===== src/rtl/uart_pkg.sv =====
// Shared constants and state encoding for the UART transmitter slice.
package uart_pkg;

  // Parity modes.
  localparam int PAR_NONE = 0;
  localparam int PAR_EVEN = 1;
  localparam int PAR_ODD  = 2;

  // Transmitter frame states.
  typedef enum logic [2:0] {
    S_IDLE   = 3'd0,
    S_START  = 3'd1,
    S_DATA   = 3'd2,
    S_PARITY = 3'd3,
    S_STOP   = 3'd4
  } uart_state_e;

endpackage


===== src/rtl/sync_fifo.sv =====
// Single-clock FIFO with first-word fall-through read data.
// A write is accepted when wr_en is high and full is low. A read is accepted
// when rd_en is high and empty is low. Both may happen in the same cycle.
module sync_fifo #(
  parameter  int WIDTH = 8,
  parameter  int DEPTH = 16,
  localparam int AW    = $clog2(DEPTH)
) (
  input  logic             clk,
  input  logic             rst,
  input  logic             wr_en,
  input  logic [WIDTH-1:0] wr_data,
  input  logic             rd_en,
  output logic [WIDTH-1:0] rd_data,
  output logic             full,
  output logic             empty,
  output logic [AW:0]      count
);

  logic [WIDTH-1:0] mem [DEPTH];
  logic [AW-1:0]    wr_ptr;
  logic [AW-1:0]    rd_ptr;
  logic             do_wr;
  logic             do_rd;

  // Count is one bit wider than the pointers so DEPTH words is distinguishable from zero.
  assign full    = (count == (AW+1)'(DEPTH));
  assign empty   = (count == '0);
  // A pop in the same cycle never frees room for a write to a full FIFO.
  assign do_wr   = wr_en && !full;
  assign do_rd   = rd_en && !empty;
  assign rd_data = mem[rd_ptr];

  // Storage array: written on every accepted write.
  always_ff @(posedge clk) begin
    if (do_wr) begin
      mem[wr_ptr] <= wr_data;
    end
  end

  // Pointers wrap naturally (DEPTH is a power of two); count tracks occupancy.
  always_ff @(posedge clk) begin
    if (rst) begin
      wr_ptr <= '0;
      rd_ptr <= '0;
      count  <= '0;
    end else begin
      if (do_wr) wr_ptr <= wr_ptr + 1'b1;
      if (do_rd) rd_ptr <= rd_ptr + 1'b1;
      case ({do_wr, do_rd})
        2'b10:   count <= count + 1'b1;
        2'b01:   count <= count - 1'b1;
        default: count <= count;
      endcase
    end
  end

endmodule


===== src/rtl/uart_tx_fifo.sv =====
// UART transmitter fed by an input FIFO. Frames are sent back to back while
// the FIFO holds data; state_o exposes the frame FSM for observation.
module uart_tx_fifo
  import uart_pkg::*;
#(
  parameter int P_CLKFREQ   = 100_000_000,
  parameter int P_BAUDRATE  = 10_000_000,
  parameter int P_DATABITS  = 8,
  parameter int P_PARITY    = 0,
  parameter int P_STOPBITS  = 1,
  parameter int P_FIFODEPTH = 16
) (
  input  logic                  clk,
  input  logic                  rst_i,
  input  logic [P_DATABITS-1:0] din_i,
  input  logic                  wr_en_i,
  output logic                  full_o,
  output logic                  empty_o,
  output logic                  overflow_o,
  output logic                  busy_o,
  output logic                  tx_o,
  output logic                  tx_done_tick_o,
  output uart_state_e           state_o
);

  localparam int BT       = P_CLKFREQ / P_BAUDRATE;
  localparam int STOP_LEN = BT * P_STOPBITS;
  localparam int TW       = $clog2(STOP_LEN);
  localparam int BW       = $clog2(P_DATABITS);
  localparam int FW       = $clog2(P_FIFODEPTH);

  localparam logic [TW-1:0] BT_M1    = TW'(BT - 1);
  localparam logic [TW-1:0] STOP_M1  = TW'(STOP_LEN - 1);
  localparam logic [TW-1:0] STOP_M2  = TW'(STOP_LEN - 2);
  localparam logic [BW-1:0] LAST_BIT = BW'(P_DATABITS - 1);

  // Illegal parameter sets stop elaboration.
  if (P_DATABITS < 5 || P_DATABITS > 16) begin : g_bad_databits
    $error("uart_tx_fifo: P_DATABITS must be 5..16");
  end
  if (P_PARITY < PAR_NONE || P_PARITY > PAR_ODD) begin : g_bad_parity
    $error("uart_tx_fifo: P_PARITY must be 0, 1 or 2");
  end
  if (P_STOPBITS != 1 && P_STOPBITS != 2) begin : g_bad_stopbits
    $error("uart_tx_fifo: P_STOPBITS must be 1 or 2");
  end
  if (P_FIFODEPTH < 2 || P_FIFODEPTH > 64 ||
      (P_FIFODEPTH & (P_FIFODEPTH - 1)) != 0) begin : g_bad_depth
    $error("uart_tx_fifo: P_FIFODEPTH must be a power of two in 2..64");
  end
  if (BT < 2) begin : g_bad_bt
    $error("uart_tx_fifo: P_CLKFREQ/P_BAUDRATE must be at least 2");
  end

  uart_state_e           state;
  logic [TW-1:0]         timer;
  logic [BW-1:0]         bit_idx;
  logic [P_DATABITS-1:0] shreg;
  logic                  par_bit;
  logic [P_DATABITS-1:0] fifo_rd_data;
  logic                  fifo_rd_en;
  logic                  fifo_has_data;
  logic [FW:0]           fifo_count;

  // Even parity is the XOR of the data bits; odd parity is its inverse.
  function automatic logic parity_of(input logic [P_DATABITS-1:0] d);
    return (P_PARITY == PAR_ODD) ? ~(^d) : (^d);
  endfunction

  assign state_o       = state;
  assign fifo_has_data = (fifo_count != '0);
  // Pop happens in IDLE, or on the last STOP cycle to chain frames with no gap.
  assign fifo_rd_en    = (state == S_IDLE) || (state == S_STOP && timer == STOP_M1);

  sync_fifo #(
    .WIDTH (P_DATABITS),
    .DEPTH (P_FIFODEPTH)
  ) u_fifo (
    .clk     (clk),
    .rst     (rst_i),
    .wr_en   (wr_en_i),
    .wr_data (din_i),
    .rd_en   (fifo_rd_en),
    .rd_data (fifo_rd_data),
    .full    (full_o),
    .empty   (empty_o),
    .count   (fifo_count)
  );

  // Sticky overflow flag: set by any write attempted while the FIFO is full.
  always_ff @(posedge clk) begin
    if (rst_i) begin
      overflow_o <= 1'b0;
    end else if (wr_en_i && full_o) begin
      overflow_o <= 1'b1;
    end
  end

  // Frame FSM with registered line, busy and done outputs.
  always_ff @(posedge clk) begin
    if (rst_i) begin
      state          <= S_IDLE;
      tx_o           <= 1'b1;
      busy_o         <= 1'b0;
      tx_done_tick_o <= 1'b0;
      timer          <= '0;
      bit_idx        <= '0;
      shreg          <= '0;
      par_bit        <= 1'b0;
    end else begin
      tx_done_tick_o <= 1'b0;
      case (state)
        S_IDLE: begin
          timer <= '0;
          if (fifo_has_data) begin
            shreg   <= fifo_rd_data;
            par_bit <= parity_of(fifo_rd_data);
            state   <= S_START;
            tx_o    <= 1'b0;
            busy_o  <= 1'b1;
          end else begin
            tx_o   <= 1'b1;
            busy_o <= 1'b0;
          end
        end
        S_START: begin
          if (timer == BT_M1) begin
            timer   <= '0;
            bit_idx <= '0;
            tx_o    <= shreg[0];
            state   <= S_DATA;
          end else begin
            timer <= timer + 1'b1;
          end
        end
        S_DATA: begin
          if (timer == BT_M1) begin
            timer <= '0;
            if (bit_idx == LAST_BIT) begin
              if (P_PARITY != PAR_NONE) begin
                state <= S_PARITY;
                tx_o  <= par_bit;
              end else begin
                state <= S_STOP;
                tx_o  <= 1'b1;
              end
            end else begin
              bit_idx <= bit_idx + 1'b1;
              shreg   <= shreg >> 1;
              tx_o    <= shreg[1];
            end
          end else begin
            timer <= timer + 1'b1;
          end
        end
        S_PARITY: begin
          if (timer == BT_M1) begin
            timer <= '0;
            state <= S_STOP;
            tx_o  <= 1'b1;
          end else begin
            timer <= timer + 1'b1;
          end
        end
        S_STOP: begin
          // Done pulse is registered so it lands on the final STOP cycle.
          if (timer == STOP_M2) tx_done_tick_o <= 1'b1;
          if (timer == STOP_M1) begin
            timer <= '0;
            if (fifo_has_data) begin
              shreg   <= fifo_rd_data;
              par_bit <= parity_of(fifo_rd_data);
              state   <= S_START;
              tx_o    <= 1'b0;
            end else begin
              state  <= S_IDLE;
              tx_o   <= 1'b1;
              busy_o <= 1'b0;
            end
          end else begin
            timer <= timer + 1'b1;
          end
        end
        default: begin
          state <= S_IDLE;
          tx_o  <= 1'b1;
        end
      endcase
    end
  end

endmodule

===== config.mk =====
export PLATFORM = sky130hd
export DESIGN_NAME = uart_tx_fifo
export DESIGN_NICKNAME = d
export VERILOG_FILES = /design/src/rtl/uart_pkg.sv /design/src/rtl/sync_fifo.sv /design/src/rtl/uart_tx_fifo.sv
export SDC_FILE = /design/constraint.sdc
export NUM_CORES = 1
export LEC_CHECK = 0
export BUFFER_PORTS_ARGS = -buffer_cell sky130_fd_sc_hd__buf_2
export CAP_MARGIN = 40
export CORE_ASPECT_RATIO = 2
export CORE_MARGIN = 2
export CORE_UTILIZATION = 50
export DETAILED_ROUTE_END_ITERATION = 8
export GPL_TIMING_DRIVEN = 0
export HOLD_SLACK_MARGIN = 0.15
export PLACE_DENSITY = 0.64
export SYNTH_ARGS = -nofsm -noshare
export SYNTH_HDL_FRONTEND = slang
export SYNTH_SLANG_ARGS = --single-unit
export TNS_END_PERCENT = 100

===== constraint.sdc =====
create_clock -name clk -period 4.5 [get_ports clk]
set_input_delay 0.45 -clock clk [delete_from_list [all_inputs] [get_ports clk]]
set_output_delay 0.45 -clock clk [all_outputs]
set_load 0.05 [all_outputs]

Word-level counts from Yosys, hierarchy flattened. Memory sizes are Yosys's and may differ from the RTL's. A register that Yosys moved wholly into a read port is not among the register bits. Cells that the tools add are included. W data, S select, Z words.

Memories kept: 1. Logic and storage cells: 95. RAM bits: 128. Register bits: 35.

Reduce and logical (&&, ||, !) cells: 22. Bitwise logic cells: 1. Equality and inequality tests: 18. Multiplexer cells: 36. Add/sub/neg operators: 6.

Memory list: u_fifo.mem (depth 16, width 8, read ports 1, clocked after memory_dff 1, wr ports 1, RTL line sync_fifo.sv:20) `logic [WIDTH-1:0] mem [DEPTH];`.

Operators with widths (number): $mux W8 (4); $mux W3 (9); $pmux W8 S3 (1); $pmux W3 S5 (1); $ne A2 B2 Y1 const B (7); $mux W1 (13); $add A4 B1 Y4 const B (3); $mux W4 (3); $reduce_and A4 Y1 (3); $pmux W5 S2 (1); $eq A4 B4 Y1 const B (2); $pmux W4 S2 (1); $reduce_bool A2 Y1 (4); $eq A3 B2 Y1 const B (2); $eq A3 B3 Y1 const B (2); $pmux W3 S2 (1); $reduce_and A6 Y1 (1); $add A5 B1 Y5 const B (1); $eq A5 B5 Y1 const B (1); $logic_not A5 Y1 (1); $pmux W1 S5 (1); $reduce_bool A5 Y1 (1); $sub A5 B1 Y5 const B (1); $logic_and A1 B1 Y1 (4); other kinds (14) (15).

Depth between registers and ports, before layout. Gate-level depths: netlist of the first run.

Depth after elaboration: 6. Depth in mapped cells: 14. Depth with buffers taken out: 11.

By module. A second synthesis of the first run with hierarchy kept.

Cell total of the unflattened synthesis: 434. Area, all modules: 7238.2 µm².

By module, submodules not included: sync_fifo (cells each 305, area each 5974.5 µm², times used 1); uart_tx_fifo (cells each 129, area each 1263.7 µm², times used 1).

Least setup slack after synthesis of the first run. No wires, ideal clock.

Path kind: register to register. Start point: register u_fifo.count[1]. End point: register u_fifo.count[4]. Setup slack: 1.371 ns. Setup time: 0.123 ns. Data required time: 4.377 ns. Cell stages (with the launch flop): 14. Arrival time: 3.005 ns. Path through: dfxtp_1 -> buf_6 -> or4_4 -> o21ai_2 -> nor2_1 -> buf_2 -> ha_1 -> clkbuf_1 -> xor2_1 -> ha_1 -> a31oi_1 -> o221a_2 -> mux2i_1 -> mux2_1.

Longest elaborated chain between the ends: 5.

RTL lines: from (decl) (RTL line sync_fifo.sv:17) `output logic [AW:0] count`; from (signal assigned) (RTL line sync_fifo.sv:51) `2'b10: count <= count + 1'b1;`; from (signal assigned) (RTL line sync_fifo.sv:52) `2'b01: count <= count - 1'b1;`; from (signal assigned) (RTL line sync_fifo.sv:53) `default: count <= count;`; $logic_not A5 Y1 (*) (RTL line sync_fifo.sv:28) `assign empty = (count == '0);`; $logic_not A1 Y1 (*) (RTL line sync_fifo.sv:31) `assign do_rd = rd_en && !empty;`; $logic_and A1 B1 Y1 (*) (RTL line sync_fifo.sv:31); named net u_fifo.do_rd (RTL line sync_fifo.sv:24) `logic do_rd;`; $eq A2 B1 Y1 / $eq A2 B2 Y1 (equally long branches) (RTL line sync_fifo.sv:50) `case ({do_wr, do_rd})`; $pmux W5 S2 / $reduce_bool A2 Y1 (equally long branches).

Mark *: on every way through the listed nets, which the timed path passes. The rest lies on a longest branch. A chain may end at the register's enable or synchronous reset.

Worst setup path after layout of the first run.
Start point: register timer[0]. End point: register u_fifo.count[4].

Longest elaborated chain between the ends: 6.

RTL lines: from (decl) (RTL line uart_tx_fifo.sv:56) `logic [TW-1:0] timer;`; from (signal assigned) (RTL line uart_tx_fifo.sv:133) `timer <= timer + 1'b1;`; from (signal assigned) (RTL line uart_tx_fifo.sv:153) `timer <= timer + 1'b1;`; from (signal assigned) (RTL line uart_tx_fifo.sv:162) `timer <= timer + 1'b1;`; $eq A4 B4 Y1 (*) (RTL line uart_tx_fifo.sv:73) `assign fifo_rd_en = (state == S_IDLE) || (state == S_STOP && timer == STOP_M1);`; $logic_and A1 B1 Y1 (*) (RTL line uart_tx_fifo.sv:73); $logic_or A1 B1 Y1 (*) (RTL line uart_tx_fifo.sv:73); $logic_and A1 B1 Y1 (*) (RTL line sync_fifo.sv:31); named net u_fifo.do_rd (RTL line sync_fifo.sv:24); $eq A2 B1 Y1 / $eq A2 B2 Y1 (equally long branches) (RTL line sync_fifo.sv:50); $pmux W5 S2 / $reduce_bool A2 Y1 (equally long branches).

Marks and branches as above.

==> results of run 1 <==
==> area by class of cell <==
class,count,area (µm²),share of cell area (%)
plain buffers,30,143,1.80
clock buffers,18,429,5.42
clock inverters,13,134,1.69
inverters,8,30.0,0.379
multi-input cells,272,2190,27.6
flip-flops and latches,167,4620,58.4
well taps,157,196,2.48
repair buffers,30,178,2.24
==> cells in the mapped netlist (2+ instances only) <==
master     number
nor4_1          7
ha_1           10
buf_1           4
buf_4           3
mux2_2          6
nand2b_1       11
a211oi_1       18
mux2i_1        16
nor3_1          9
buf_2           9
dfxtp_1        39
xor2_1          9
a2bb2oi_1       5
mux4_2         22
nor2_1         47
inv_1           8
edfxtp_1      128
a31oi_1        10
nor3b_1         2
nor2b_1        14
nand4_1         2
a22o_1          5
nand2_1        17
a21oi_1        18
o21ai_0         6
clkbuf_1       13
nand3b_1        2
xnor2_1         3
nand3_1         5
a22oi_1         3
==> logic make-up (layout without fill, tap and decap cells) <==
| kind of cell | Yosys count | count (layout) | synth area share [%] |
|---|---|---|---|
| DFF | 167 | 167 | 66.4 |
| and+or+nand+nor | 127 | 127 | 9.23 |
| AOI/OAI and AO/OA | 77 | 77 | 7.89 |
| muxes | 45 | 45 | 10.5 |
| buffers and inverters | 38 | 99 | 2.48 |
| xor gates and xnor gates | 12 | 12 | 1.51 |
| adders and majority gates | 11 | 11 | 1.94 |
==> sequential cells by signal, summed over array words and instances, names as in the netlist, named ones only <==
register	cells
tx_o	1
shreg	8
u_fifo.wr_ptr	4
busy_o	1
overflow_o	1
u_fifo.count	5
u_fifo.mem	128
tx_done_tick_o	1
timer	4
bit_idx	3
state_o	3
u_fifo.rd_ptr	4
==> worst min path at each step <==
stage | from | depth (start not counted) | slack (ps) | to
3_5_place_dp | overflow_o$_SDFFE_PP0P_ | 2 | 460 | overflow_o$_SDFFE_PP0P_
3_3_place_gp | overflow_o$_SDFFE_PP0P_ | 2 | 450 | overflow_o$_SDFFE_PP0P_
4_1_cts | wr_en_i | 3 | 310 | overflow_o$_SDFFE_PP0P_
2_1_floorplan | shreg[5]$_SDFFE_PP0P_ | 2 | 440 | shreg[5]$_SDFFE_PP0P_
5_1_grt | rst_i | 3 | 340 | tx_done_tick_o$_SDFF_PP0_
6_report | wr_en_i | 3 | 320 | overflow_o$_SDFFE_PP0P_
==> worst reg2reg max path: cells and delay by family (launching register included) <==
kind / cells / cell delay (ps)
AO/OA/AOI/OAI: 2 / 480
XOR/XNOR: 1 / 130
adder cells (fa/ha/maj): 2 / 410
buffers and inverters: 3 / 780
flip-flops: 1 / 300
multiplexers: 2 / 570
AND/OR/NAND/NOR: 3 / 760
==> power by group <==
| part | internal (mW) | switching, mW |
|---|---|---|
| combinational | 0.554 | 0.761 |
| sequential | 1.77 | 0.0665 |
| clock | 0.776 | 0.603 |
| total | 3.10 | 1.43 |
==> stage by stage <==
| step | power (mW) | area (µm²) | util (%) | hold WS [ps] |
|---|---|---|---|---|
| 2_1_floorplan | 2.87 | 6960 | - | 443 |
| 3_3_place_gp | 3.16 | 7260 | 52.8 | 450 |
| 3_5_place_dp | 3.19 | 7360 | 53.6 | 457 |
| 4_1_cts | 4.57 | 7920 | 57.7 | 308 |
| 5_1_grt | 4.77 | 7920 | 57.7 | 339 |
| 6_report | 4.53 | 7920 | 57.7 | 319 |
==> placed cells by master (no fill, tap or decap), types with 2 or more instances in the layout <==
cell type  instances
inv_1              8
nand3_1            5
nand2_1           17
nor4_1             7
xnor2_1            3
nor3b_1            2
nor3_2             4
buf_2             28
buf_4             14
buf_1              4
ha_1              10
nor3_1             5
nand2b_1          11
mux2i_1           16
inv_6              7
a22oi_1            3
xor2_1             9
a2bb2oi_1          5
a21oi_1           18
clkbuf_1          14
dfxtp_1           39
clkbuf_16         17
a211oi_1          18
mux2_2             6
mux4_2            22
a31oi_1           10
clkinv_4           3
nor2b_1           14
a22o_1             5
nor2_1            47
nand4_1            2
edfxtp_1         128
nand3b_1           2
o21ai_0            6
==> routing by layer <==
layer	share of wire, %	vias up	wire length, µm
met2	52	94	7480
met5	0	-	0
li1	-	1932	-
met4	1.6	0	226
met3	4.1	17	588
met1	42	2025	6030
==> impl_metrics.tcl, run 1 <==
set metrics [dict create \
    crit_family "buffers and inverters" \
    synthesis.area_um2 6960 \
    worst-path-buf-inv 3 \
    slowest_delay_ps 340 \
    skew_ps 11.0 \
    die_y_um 171 \
    critPathCaptureType "register" \
    die_x_um 87.5 \
    maxCapViolCount 0 \
    maxSlewHeadroom_pct 37.0 \
    critPathKind "reg2reg" \
    die_area_um2 14900 \
    max_slew.worst_pin.slew_ps 943 \
    synth_edf_count 128 \
    dr.pass1.iters 4 \
    timing.rr.start "timer[0]$_SDFFE_PP0P_" \
    cp.required_ps 4810 \
    synthArstFlopShare_pct 0 \
    ios 20 \
    final_antenna_net_count 0 \
    numPlacedInstances 664 \
    max_freq_mhz 282 \
    finalCritPeriodShare_pct 78.8 \
    grt_max_degree 17 \
    diodes 0 \
    ir_drop_uv 331 \
    crit_end "u_fifo.count[4]$_SDFFE_PP0P_" \
    status "finished, final reports clean" \
    core-area_um2 13700 \
    vias 4068 \
    syn_area_per_cell_um2 14.6 \
    gr-usage-met3_pct 4.15 \
    worst_ep_arrival_time_ps 3850 \
    preCtsSetupSlack_ps 977 \
    via_per_inst 5.85 \
    reg2reg_depth 13 \
    syn_inst 477 \
    grt_use_met2_pct 34.7 \
    synth_area_leaders "edfxtp_1, dfxtp_1, mux4_2" \
    fin_crit_ps 3550 \
    power_density_nw_per_um2 572 \
    cts_max_path_buffers 2 \
    met1_usage_pct 27.3 \
    drcViolationCount 0 \
    dp_hpwl_um 9710 \
    reg2reg_to "u_fifo.count[4]$_SDFFE_PP0P_" \
    slew_viol_final 0 \
    p_leak_nw 2.70 \
    area_growth_pct 13.7 \
    setup_violations 0 \
    slowest_stage "and2_0" \
    hold_path_class "in2reg" \
    portBuffers 19 \
    crit_cells 13 \
    fin_ws_ps 953 \
    grt_most_used_layer "met2" \
    wl_per_cell_um 20.6 \
    cts_tree "yes" \
    synth.net_count 498 \
    cp_max_fo 10 \
    gp_congestion 0.821 \
    finalSetupTns_ps 0 \
    drt_wl_total_um 14300 \
    final_nets 547 \
    start_kind "register" \
    ys_types 56 \
    overflow 0 \
    gr-usage-all-layers_pct 21.0 \
    synth_ff_type "edfxtp_1" \
    cp_cell_sequence "buf_2, nand4bb_1, and2_0, nor2_1, buf_2, ha_1, clkbuf_1, xor2_1, ha_1, a31oi_1, o221a_2, mux2i_1, mux2_1" \
    rows 61 \
    ys_seq_elements 167 \
    initial_core_util_pct 50.7 \
    cts_buffers 17 \
    cts_hold_buf 0 \
    hold_violations 0 \
    r2r_slack_ps 950 \
    instances_no_fill 695 \
    ys_seq_area_share_pct 66.4 \
    clockRootBuffer "clkbuf_16" \
    ys_warn_count 0 \
    clkTransAtPathRegs_ps 60 \
    clock_sinks 167 \
    startpoint "timer[0]$_SDFFE_PP0P_" \
    h-tree-depth 4 \
    first_global_vias 4044 \
    grt_pass1_wl_um 22700 \
    postCtsSetupBuffers 0 \
    clock_latency_ps 420 \
    drive_gt1_share_pct 21.0 \
    synth_top_area_share_pct 55.2 \
    rsz0062_at_grt "false" \
    grt_antenna_before_repair 0 \
    synth_top_area_cell "edfxtp_1" \
    drtIter0Drc 225 \
    ctsResizeCount 0 \
    fill_cells 1105 \
]
Power figures use the tool's default switching activity.
==> run 2, diff against run 1 <==
--- a/config.mk
+++ b/config.mk
@@ -13,7 +13,7 @@
 export DETAILED_ROUTE_END_ITERATION = 8
 export GPL_TIMING_DRIVEN = 0
 export HOLD_SLACK_MARGIN = 0.15
-export PLACE_DENSITY = 0.64
+export PLACE_DENSITY = 0.67
 export SYNTH_ARGS = -nofsm -noshare
 export SYNTH_HDL_FRONTEND = slang
 export SYNTH_SLANG_ARGS = --single-unit
==> constraint.sdc (replaced) <==
create_clock -name clk -period 3.08 [get_ports clk]
set_input_delay 0.308 -clock clk [delete_from_list [all_inputs] [get_ports clk]]
set_output_delay 0.308 -clock clk [all_outputs]
set_load 0.05 [all_outputs]
==> run 2 against run 1 <==
Die area did not move. Total power rose by 52%. First-iteration DRC count rose by 22%. Sequential power rose by 47%.
==> impl_metrics.tcl, run 2 (synthesis results as in run 1) <==
set metrics [dict create \
    status "finished, final reports clean" \
    final_nets 548 \
    clock_sinks 167 \
    cp_max_fo 9 \
    drtIter0Drc 275 \
    hold_path_class "in2reg" \
    h-tree-depth 4 \
    min_from "wr_en_i" \
    fin_util_pct 58.5 \
    layout_commonest_cell "edfxtp_1" \
    portBuffers 19 \
    rows 61 \
    cts_buffers 17 \
    cts_max_path_buffers 2 \
    dr.pass1.iters 4 \
    clkTransAtPathRegs_ps 70 \
    numPlacedInstances 660 \
    instances_no_fill 697 \
    start_kind "register" \
    die_y_um 171 \
    min_to "overflow_o$_SDFFE_PP0P_" \
    final_antenna_net_count 0 \
    most-common-layout-cells "edfxtp_1, nor2_1, dfxtp_1" \
    vias 4108 \
    r2r_slack_ps 110 \
    via_per_inst 5.89 \
    drive_gt1_share_pct 23.5 \
    cts_tree "yes" \
    design_area_um2 8030 \
    grt_max_degree 18 \
    largest_register_ff_count 128 \
    timing.rr.start "u_fifo.count[1]$_SDFFE_PP0P_" \
    max_slew.worst_pin.slew_ps 923 \
    reg2reg_to "u_fifo.count[4]$_SDFFE_PP0P_" \
    finalCritPeriodShare_pct 96.5 \
    gp_congestion 0.822 \
    top_register "u_fifo.mem" \
    area_growth_pct 15.4 \
    maxCapViolCount 0 \
    dp_hpwl_um 9220 \
    grt_pass1_wl_um 22000 \
    clockRootBuffer "clkbuf_16" \
    initial_core_util_pct 50.7 \
    slew_viol_final 0 \
    core-area_um2 13700 \
    setup_violations 0 \
    reg2reg_depth 12 \
    min_path_cells 3 \
    drcViolationCount 0 \
    overflow 0 \
    fill_cells 1083 \
    die_area_um2 14900 \
    reg_top3 "u_fifo.mem x128, shreg x8, u_fifo.count x5" \
    fin_ws_ps 109 \
    cp.required_ps 3400 \
    critPathKind "reg2reg" \
    skew_ps 8.92 \
    ir_drop_uv 490 \
    maxSlewHeadroom_pct 38.3 \
    grt_antenna_before_repair 0 \
    gr-usage-all-layers_pct 20.4 \
    p_leak_nw 2.72 \
    finalSetupTns_ps 0 \
    ios 20 \
    fin_crit_ps 2970 \
    wl_per_cell_um 20.5 \
    placed_area_um2 7340 \
    diodes 0 \
    drt_wl_total_um 14300 \
    clock_latency_ps 440 \
    worst_ep_arrival_time_ps 3290 \
    hold_violations 0 \
    preCtsSetupSlack_ps -307 \
    first_global_vias 3973 \
    critPathCaptureType "register" \
    max_freq_mhz 337 \
    cts_hold_buf 0 \
    power_density_nw_per_um2 857 \
    die_x_um 87.5 \
]
[run 2: worst max-delay path, cell delays in order, from the launching register on]
cell,delay (ps)
dfxtp_1,310
buf_6,130
or4_4,550
o21ai_4,150
nor2_2,60
buf_4,140
ha_2,240
xor2_1,160
ha_2,210
a31oi_4,160
o221a_4,200
mux2i_2,230
mux2_4,310
[run 2: stage by stage]
stage               hold WS [ps]  power, mW
floorplan                    407       4.21
global placement             443       4.62
detailed placement           459       4.66
CTS                          163       6.84
global route                 190       7.16
finish                       165       6.88
[run 2: area by class of cell]
| cell class | instances | area [µm²] | share of cell area [%] |
|---|---|---|---|
| clock buffer | 17 | 425 | 5.30 |
| timing repair buffer | 34 | 208 | 2.59 |
| buffer | 27 | 133 | 1.65 |
| multi-input combinational | 272 | 2250 | 28.0 |
| clock inverter | 15 | 161 | 2.01 |
| inverter | 8 | 30.0 | 0.374 |
| sequential | 167 | 4630 | 57.6 |
| tap | 157 | 196 | 2.45 |
[run 2: what timing repair did]
item	4_1_cts	5_1_grt
setup endpoints to repair	2	2
buffers inserted	5	1
pin swaps	3	4
gates resized for setup	7	10
[run 2: worst max-delay path by stage]
stage	end	cells after the start	slack, ps	from
6_report	u_fifo.count[4]$_SDFFE_PP0P_	12	110	u_fifo.count[1]$_SDFFE_PP0P_
5_1_grt	u_fifo.count[4]$_SDFFE_PP0P_	12	-0.5	u_fifo.count[1]$_SDFFE_PP0P_
4_1_cts	u_fifo.count[4]$_SDFFE_PP0P_	12	4	u_fifo.count[0]$_SDFFE_PP0P_
3_5_place_dp	u_fifo.count[4]$_SDFFE_PP0P_	13	-310	u_fifo.count[1]$_SDFFE_PP0P_
3_3_place_gp	u_fifo.count[4]$_SDFFE_PP0P_	13	-290	u_fifo.count[1]$_SDFFE_PP0P_
2_1_floorplan	u_fifo.count[4]$_SDFFE_PP0P_	13	1	u_fifo.count[1]$_SDFFE_PP0P_
[run 2: layer usage]
layer / vias up / share of wire [%] / track usage (%)
li1: 1928 / - / -
met1: 2047 / 41 / 26.0
met2: 110 / 52 / 34.2
met3: 23 / 4.5 / 4.05
met4: 0 / 2.6 / 7.89
met5: - / 0 / 0
[run 2: power by group]
part / leakage, nW / total [mW] / switching, mW / internal (mW)
Combinational: 0.955 / 2.09 / 1.17 / 0.924
Sequential: 1.48 / 2.71 / 0.113 / 2.59
Clock: 0.286 / 2.09 / 0.937 / 1.15
==> run 3, diff against run 2 <==
--- a/config.mk
+++ b/config.mk
@@ -5,7 +5,7 @@
 export SDC_FILE = /design/constraint.sdc
 export NUM_CORES = 1
 export LEC_CHECK = 0
-export BUFFER_PORTS_ARGS = -buffer_cell sky130_fd_sc_hd__buf_2
+export BUFFER_PORTS_ARGS = -buffer_cell sky130_fd_sc_hd__clkbuf_2
 export CAP_MARGIN = 40
 export CORE_ASPECT_RATIO = 2
 export CORE_MARGIN = 2
==> run 3 against run 2 <==
Count of clock-buffer cells in the layout unchanged. Clock power increased by 3%. Global-route usage decreased by 0.063 points. Die area unchanged. Core utilization is 0.15 points higher. Combinational power is 2% lower. Critical path type unchanged.
==> impl_metrics.tcl, run 3 (synthesis results as in run 1) <==
set metrics [dict create \
    preCtsSetupSlack_ps -329 \
    numPlacedInstances 659 \
    reg_top3 "u_fifo.mem x128, shreg x8, u_fifo.count x5" \
    critPathKind "reg2reg" \
    fin_ws_ps 157 \
    die_area_um2 14900 \
    grt_antenna_before_repair 0 \
    diodes 0 \
    reg2reg_depth 12 \
    worst_ep_arrival_time_ps 3230 \
    die_y_um 171 \
    dr.pass1.iters 4 \
    portBuffers 19 \
    drcViolationCount 0 \
    wl_per_cell_um 20.2 \
    gp_congestion 0.829 \
    vias 4076 \
    cp_max_fo 9 \
    grt_max_degree 20 \
    fin_util_pct 58.6 \
    h-tree-depth 4 \
    reg2reg_to "u_fifo.count[4]$_SDFFE_PP0P_" \
    fin_crit_ps 2920 \
    setup_violations 0 \
    overflow 0 \
    finalCritPeriodShare_pct 94.9 \
    instances_no_fill 692 \
    hold_slack_ps 177 \
    most-common-layout-cells "edfxtp_1, nor2_1, dfxtp_1" \
    largest_register_ff_count 128 \
    cp.required_ps 3390 \
    max_freq_mhz 342 \
    dp_hpwl_um 9370 \
    clock_sinks 167 \
    hold_path_class "in2reg" \
    gr-usage-all-layers_pct 20.4 \
    clock_latency_ps 430 \
    grt_pass1_wl_um 22100 \
    die_x_um 87.5 \
    start_kind "register" \
    max_slew.worst_pin.slew_ps 952 \
    via_per_inst 5.89 \
    maxSlewHeadroom_pct 36.4 \
    cts_hold_buf 0 \
    min_path_cells 3 \
    power_density_nw_per_um2 859 \
    min_from "wr_en_i" \
    ios 20 \
    min_to "overflow_o$_SDFFE_PP0P_" \
    clkTransAtPathRegs_ps 70 \
    cts_max_path_buffers 2 \
    maxCapViolCount 0 \
    rows 61 \
    fill_cells 1079 \
    first_global_vias 4025 \
    drive_gt1_share_pct 23.2 \
    cts_tree "yes" \
    final_nets 543 \
    p_leak_nw 2.71 \
    status "finished, final reports clean" \
    final_antenna_net_count 0 \
    area_growth_pct 15.6 \
    cts_buffers 17 \
    drtIter0Drc 251 \
    hold_violations 0 \
    layout_commonest_cell "edfxtp_1" \
    top_register "u_fifo.mem" \
    critPathCaptureType "register" \
    rsz0062_at_grt "false" \
    clockRootBuffer "clkbuf_16" \
    initial_core_util_pct 50.7 \
    core-area_um2 13700 \
    timing.rr.start "u_fifo.count[1]$_SDFFE_PP0P_" \
    ir_drop_uv 601 \
    r2r_slack_ps 160 \
    slew_viol_final 0 \
    skew_ps 9.30 \
    drt_wl_total_um 14000 \
]
[run 3: changes by cell type in the layout (fill, tap and decap cells not counted), sizes merged]
cell    delta
clkbuf    +19
clkinv     +1
buf       -24
inv        -1
[run 3: metal layers]
metal	share of wire, %	track usage [%]	up-vias	routed length (µm)
li1	-	-	1924	-
met1	42	26.7	2016	5830
met2	51	32.1	102	7080
met3	3.7	4.34	34	516
met4	4.0	9.90	0	553
met5	0	0	-	0
[run 3: critical path, stage by stage (launching register included)]
cell	delay, ps
dfxtp_1	310
buf_6	130
or4_4	550
o21ai_4	160
nor2_2	60
buf_4	150
ha_4	190
xor2_1	150
ha_2	200
a31oi_4	160
o221a_4	210
mux2i_2	240
mux2_4	320
[run 3: how the worst max path moves through the flow]
| stage | endpoint | slack (ps) | start |
|---|---|---|---|
| after floorplan | u_fifo.count[4]$_SDFFE_PP0P_ | 1 | u_fifo.count[1]$_SDFFE_PP0P_ |
| after global placement | u_fifo.count[4]$_SDFFE_PP0P_ | -300 | u_fifo.count[1]$_SDFFE_PP0P_ |
| after detailed placement | u_fifo.count[4]$_SDFFE_PP0P_ | -330 | u_fifo.count[2]$_SDFFE_PP0P_ |
| after CTS | u_fifo.count[4]$_SDFFE_PP0P_ | 10 | u_fifo.count[0]$_SDFFE_PP0P_ |
| after global routing | u_fifo.count[4]$_SDFFE_PP0P_ | 70 | u_fifo.count[1]$_SDFFE_PP0P_ |
| final | u_fifo.count[4]$_SDFFE_PP0P_ | 160 | u_fifo.count[1]$_SDFFE_PP0P_ |
[run 3: stage by stage]
step | cell area (µm²) | power, mW | setup TNS [ps]
after floorplan | 6970 | 4.21 | 0
after global placement | 7260 | 4.62 | -302
after detailed placement | 7330 | 4.65 | -334
after CTS | 8020 | 6.93 | 0
after global routing | 8050 | 7.25 | 0
final | 8050 | 6.91 | 0
[run 3: repair_timing]
item / in CTS / in global routing
setup endpoints to repair: 2 / 2
resized for setup: 11 / 8
cloned: 0 / 0
buffers inserted: 4 / 0
pin swaps: 3 / 4
[run 3: final cells by class]
| cell class | instances | area (µm²) | area share, % |
|---|---|---|---|
| flip-flops and latches | 167 | 4630 | 57.5 |
| multi-input cells | 272 | 2260 | 28.1 |
| clock buffers | 17 | 425 | 5.28 |
| clock inverters | 15 | 206 | 2.56 |
| well taps | 157 | 196 | 2.44 |
| repair buffers | 29 | 170 | 2.11 |
| plain buffers | 27 | 133 | 1.65 |
| inverters | 8 | 30.0 | 0.373 |
[run 3: power by group]
group	internal, mW	switching [mW]
Sequential	2.60	0.112
Combinational	0.906	1.14
Clock	1.18	0.980
